==> src/rtl/bus_arbiter.sv <==
// ---------------------------------------------------------------------------
// bus_arbiter
//
// Two-master, one-slave arbiter for the Bridge data bus. Master 0 is the CPU
// load/store port, master 1 is a secondary master (DMA or debug loader).
// Ownership is registered and held by the current owner while it keeps
// requesting. A hold counter limits a tenure to MAX_HOLD cycles while the
// other master waits. Simultaneous requests from IDLE are broken round-robin.
//
// Ports:
//   cpu_clk, cpu_rst       clock (rising edge), async active-low reset
//   mX_req/addr/we/wdata   master X request, address, write enable, write data
//   mX_gnt                 master X owns the bus (decoded from registered state)
//   mX_ack                 master X transfer completes this cycle
//   mX_rdata               broadcast copy of Bus_rdata, valid when mX_ack
//   Bus_addr/we/wdata      slave side, muxed from the current owner
//   Bus_rdata              slave read data, combinational
// ---------------------------------------------------------------------------
module bus_arbiter #(
  parameter int ADDR_W   = 32,
  parameter int DATA_W   = 32,
  parameter int MAX_HOLD = 4
) (
  input  logic              cpu_clk,
  input  logic              cpu_rst,
  input  logic              m0_req,
  input  logic [ADDR_W-1:0] m0_addr,
  input  logic              m0_we,
  input  logic [DATA_W-1:0] m0_wdata,
  output logic              m0_gnt,
  output logic              m0_ack,
  output logic [DATA_W-1:0] m0_rdata,
  input  logic              m1_req,
  input  logic [ADDR_W-1:0] m1_addr,
  input  logic              m1_we,
  input  logic [DATA_W-1:0] m1_wdata,
  output logic              m1_gnt,
  output logic              m1_ack,
  output logic [DATA_W-1:0] m1_rdata,
  output logic [ADDR_W-1:0] Bus_addr,
  output logic              Bus_we,
  output logic [DATA_W-1:0] Bus_wdata,
  input  logic [DATA_W-1:0] Bus_rdata
);

  // A one-bit counter is still kept when MAX_HOLD is 1 so the width is legal.
  localparam int CNT_W = (MAX_HOLD > 1) ? $clog2(MAX_HOLD) : 1;
  localparam logic [CNT_W-1:0] HOLD_LAST = CNT_W'(MAX_HOLD - 1);

  typedef enum logic [1:0] {
    IDLE = 2'd0,
    OWN0 = 2'd1,
    OWN1 = 2'd2
  } state_e;

  state_e           state_q, state_d;
  logic             lastOwner_q, lastOwner_d;
  logic [CNT_W-1:0] holdCnt_q, holdCnt_d;

  // Next-state logic. The hold counter only advances while the other master
  // is waiting; reaching HOLD_LAST with both requesting forces a hand-over,
  // so the counter never needs an explicit saturation check beyond that.
  // Entering an OWN state always clears the counter and records the owner.
  always_comb begin
    state_d     = state_q;
    lastOwner_d = lastOwner_q;
    holdCnt_d   = holdCnt_q;
    case (state_q)
      IDLE: begin
        if (m0_req && m1_req) state_d = lastOwner_q ? OWN0 : OWN1;
        else if (m0_req)      state_d = OWN0;
        else if (m1_req)      state_d = OWN1;
      end
      OWN0: begin
        if (!m0_req) begin
          state_d = m1_req ? OWN1 : IDLE;
        end else if (m1_req) begin
          if (holdCnt_q == HOLD_LAST) state_d = OWN1;
          else                        holdCnt_d = holdCnt_q + 1'b1;
        end
      end
      OWN1: begin
        if (!m1_req) begin
          state_d = m0_req ? OWN0 : IDLE;
        end else if (m0_req) begin
          if (holdCnt_q == HOLD_LAST) state_d = OWN0;
          else                        holdCnt_d = holdCnt_q + 1'b1;
        end
      end
      default: state_d = IDLE;
    endcase

    if (state_d == OWN0 && state_q != OWN0) begin
      holdCnt_d   = '0;
      lastOwner_d = 1'b0;
    end else if (state_d == OWN1 && state_q != OWN1) begin
      holdCnt_d   = '0;
      lastOwner_d = 1'b1;
    end
  end

  // State register. lastOwner resets to 1 so master 0 wins the first tie.
  always_ff @(posedge cpu_clk or negedge cpu_rst) begin
    if (!cpu_rst) begin
      state_q     <= IDLE;
      lastOwner_q <= 1'b1;
      holdCnt_q   <= '0;
    end else begin
      state_q     <= state_d;
      lastOwner_q <= lastOwner_d;
      holdCnt_q   <= holdCnt_d;
    end
  end

  // Grants come straight from the registered state, so an asynchronous reset
  // clears grant, ack and the write strobe without waiting for a clock edge.
  assign m0_gnt   = (state_q == OWN0);
  assign m1_gnt   = (state_q == OWN1);
  assign m0_ack   = m0_gnt & m0_req;
  assign m1_ack   = m1_gnt & m1_req;
  assign m0_rdata = Bus_rdata;
  assign m1_rdata = Bus_rdata;

  // Slave mux. Only the owner's fields reach the bus, and the strobe is
  // qualified by the owner's own request so a dropped request never writes.
  always_comb begin
    Bus_addr  = '0;
    Bus_wdata = '0;
    Bus_we    = 1'b0;
    if (state_q == OWN0) begin
      Bus_addr  = m0_addr;
      Bus_wdata = m0_wdata;
      Bus_we    = m0_we & m0_req;
    end else if (state_q == OWN1) begin
      Bus_addr  = m1_addr;
      Bus_wdata = m1_wdata;
      Bus_we    = m1_we & m1_req;
    end
  end

endmodule

==> config.mk <==
export PLATFORM = sky130hd
export DESIGN_NAME = bus_arbiter
export DESIGN_NICKNAME = d
export VERILOG_FILES = /design/src/rtl/bus_arbiter.sv
export SDC_FILE = /design/constraint.sdc
export NUM_CORES = 1
export LEC_CHECK = 0
export CORE_AREA = 10 10 107 109
export CTS_CLUSTER_DIAMETER = 80
export DETAILED_ROUTE_END_ITERATION = 8
export DIE_AREA = 0 0 117 119
export PLACE_DENSITY = 0.71
export SLEW_MARGIN = 15
export SYNTH_ARGS = -nofsm -noshare
export SYNTH_HDL_FRONTEND = slang
export SYNTH_SLANG_ARGS = --single-unit
==> constraint.sdc <==
create_clock -name cpu_clk -period 2.5 [get_ports cpu_clk]
set_input_delay 0.625 -clock cpu_clk [delete_from_list [all_inputs] [get_ports cpu_clk]]
set_output_delay 0.625 -clock cpu_clk [all_outputs]
set_load 0.03 [all_outputs]
==> metrics.yaml <==
drt:
  drt-pass1-iter-count: 4
  num_vias: 2350
  vias_per_cell: 4.35
  routedWlPerCell_microns: 18.5
  drtIter0Drc: 92
  drc: 0
  detail-route-antenna-nets: 0
  wl_mm: 9.98
timing:
  max_freq_mhz: 410
  max-slew-margin-rel_pct: 79.2
  min_period_over_period_pct: 97.5
  setup_violations: 0
  maxSlewViolCount: 0
  rsz0062_at_grt: "yes"
  worstMarginPinSlew_ps: 312
  worst_clock_skew_ps: 2.19
  finalCriticalPeriod_ps: 2440
  fin_ws_ps: 61.8
  hold_viol: 0
floorplanning:
  design.die.area_sq_um: 13900
  num_rows: 36
  die_h_microns: 119
  start_util_pct: 18.7
  die_w_microns: 117
  boundaryPins: 299
  core_area_sq_um: 9460
synthesis:
  syn-num-nets: 467
  yosysWarnings: 0
  syn_avg_cell_area_sq_um: 5.97
  netlist-cell-type-count: 34
  netlist_instances: 296
  async_flop_share_pct: 100
  synth-seq-cells: 5
  synth-edff-count: 0
  syn_area_sq_um: 1770
  synthFlopType: "dfrtp_1"
  seq_area_frac_synth_pct: 7.15
critical_path:
  path_depth: 6
  cp_slowest_stage_delay_ps: 440
  path_cells: "inv_1 > ha_2 > buf_8 > nand2_1 > o21ai_4 > buf_4"
  crit_required_ps: 1880
  crit_slowest_cell: "dfrtp_1"
  start_kind: "flop"
  path_max_fanout: 29
  critPathTopFamily: "buffers and inverters"
  cp-end-kind: "output pin"
  reg2regPathDepth: 9
  critical_path_buf_inv_count: 3
  worst-setup-path-type: "flop to output pin"
  cp.arrival_ps: 1810
global_routing:
  grt_pass1_wl_mm: 14.3
  track_usage_pct: 12.8
  grt_overflow: 0
  antenna_found_initial: 0
  first_global_vias: 2482
  grt_max_degree: 56
clock_tree:
  numClockSinks: 5
  cts_tree: "yes"
  cts.clk_slew.worst_paths_ps: 40
  cts_buffers: 3
  clk_latency_ps: 220
  cts_buffer_depth: 2
  cts-root-buf: "clkbuf_8"
  htree_num_levels: 1
power:
  powerDensity_nw_per_um2: 1050
  peakVddDrop_mv: 0.560
  leakage_nw: 1.53
  finalPower_w: 0.00387
cells_and_area:
  layout.nets: 597
  area_delta_synth_final_pct: 109
  drive_gt1_share_pct: 35.5
  finalNonFillerCells: 540
place:
  port_buffers: 202
  place_inst: 535
  dp_hpwl_mm: 8.76
  place_congestion: 0.771
  dp_slack_ps: 20.9
hold_path:
  holdPathStages: 2
  hold_class: "flop to flop"
job:
  max_cap_violations: 0
outcome:
  outcome: "finished, final reports clean"
-- synth_stat cells, drive strengths merged (2+ instances only) --
master	instances	area share [%]
clkbuf	14	3.0
nand2	103	22
and3	2	0.78
a21oi	2	0.78
nor3	2	0.57
ha	5	3.5
buf	70	29
and2	2	0.78
nor2	4	0.85
inv	5	1.1
a22o	15	7.4
dfrtp	4	5.7
o21ai	54	15
-- through the flow --
stage	util, %	cell area [sq um]	setup TNS [ps]	hold WS [ps]
after floorplan	-	2040	0	329
after global placement	38.5	3640	0	562
after detailed placement	38.5	3640	0	602
after CTS	39.0	3690	0	614
after global routing	39.1	3690	-14.2	647
final	39.1	3700	0	598
-- final cells by class --
type / count / area [sq um]
fill: 972 / 5760
timing repair buffer: 209 / 2020
tap: 114 / 143
multi-input combinational: 202 / 1340
clock buffer: 4 / 45.0
sequential: 5 / 126
inverter: 5 / 18.8
antenna: 1 / 2.50
-- state kept, by name (all words and copies together) (netlist names) --
| signal | flops |
|---|---|
| state_q | 2 |
| lastOwner_q | 1 |
| holdCnt_q | 2 |
-- worst paths after layout --
path	from	end	slack [ps]
worst max-delay path	state_q[0]	Bus_addr[10]	60
worst min-delay path	holdCnt_q[1]	holdCnt_q[1]	600
worst max register to register	state_q[0]	holdCnt_q[0]	290
worst min register to register	holdCnt_q[1]	holdCnt_q[1]	600
max in group asynchronous	cpu_rst	lastOwner_q	1610
min in group asynchronous	cpu_rst	holdCnt_q[0]	630
-- metal layers --
| metal | vias to the layer above | part of all wire [%] | global-route usage [%] |
|---|---|---|---|
| met1 | 1003 | 31 | 11.7 |
| li1 | 1187 | - | - |
| met5 | - | 0 | 0 |
| met3 | 15 | 11 | 4.57 |
| met2 | 145 | 57 | 26.1 |
| met4 | 0 | 0.85 | 1.93 |
-- worst reg2reg max path, delay by kind of cell, from the launching register on --
family / cells / cell delay, ps
AOI/OAI and AO/OA: 2 / 230
buffers and inverters: 2 / 380
DFF: 1 / 440
and+or+nand+nor: 4 / 710
adders and majority gates: 1 / 320
-- where the power goes --
part / leakage [nW] / internal (W) / switching [W]
clock: 0.0228 / 0.000110 / 0.0000434
sequential: 0.0620 / 0.000123 / 0.0000404
combinational: 1.44 / 0.00143 / 0.00212
-- what timing repair did --
| action | CTS | global route |
|---|---|---|
| endpoints found under the setup margin | 30 | 28 |
| setup buffers | 0 | 0 |
| hold buffers | 0 | 0 |
| resized for setup | 2 | 2 |
-- cells in the final DEF (no fill, tap or decap), types with 8 or more instances in the layout --
cell type / synthesis / layout
buf_4: 64 / 66
a22o_2: 0 / 12
nand2_1: 103 / 103
buf_12: 0 / 9
o21ai_2: 0 / 41
clkdlybuf4s50_1: 0 / 133
o21ai_4: 0 / 8
-- kinds of logic after synthesis --
logic type                 count (synthesis)  synth area share, %
and+or+nand+nor                          117                 27.5
adders and majority gates                  5                 3.54
buffers and inverters                     89                 32.7
DFF                                        5                 7.15
muxes                                      1                0.566
xor gates and xnor gates                   1                0.495
AOI/OAI and AO/OA                         78                 28.0
(Power assumes the default switching activity.)
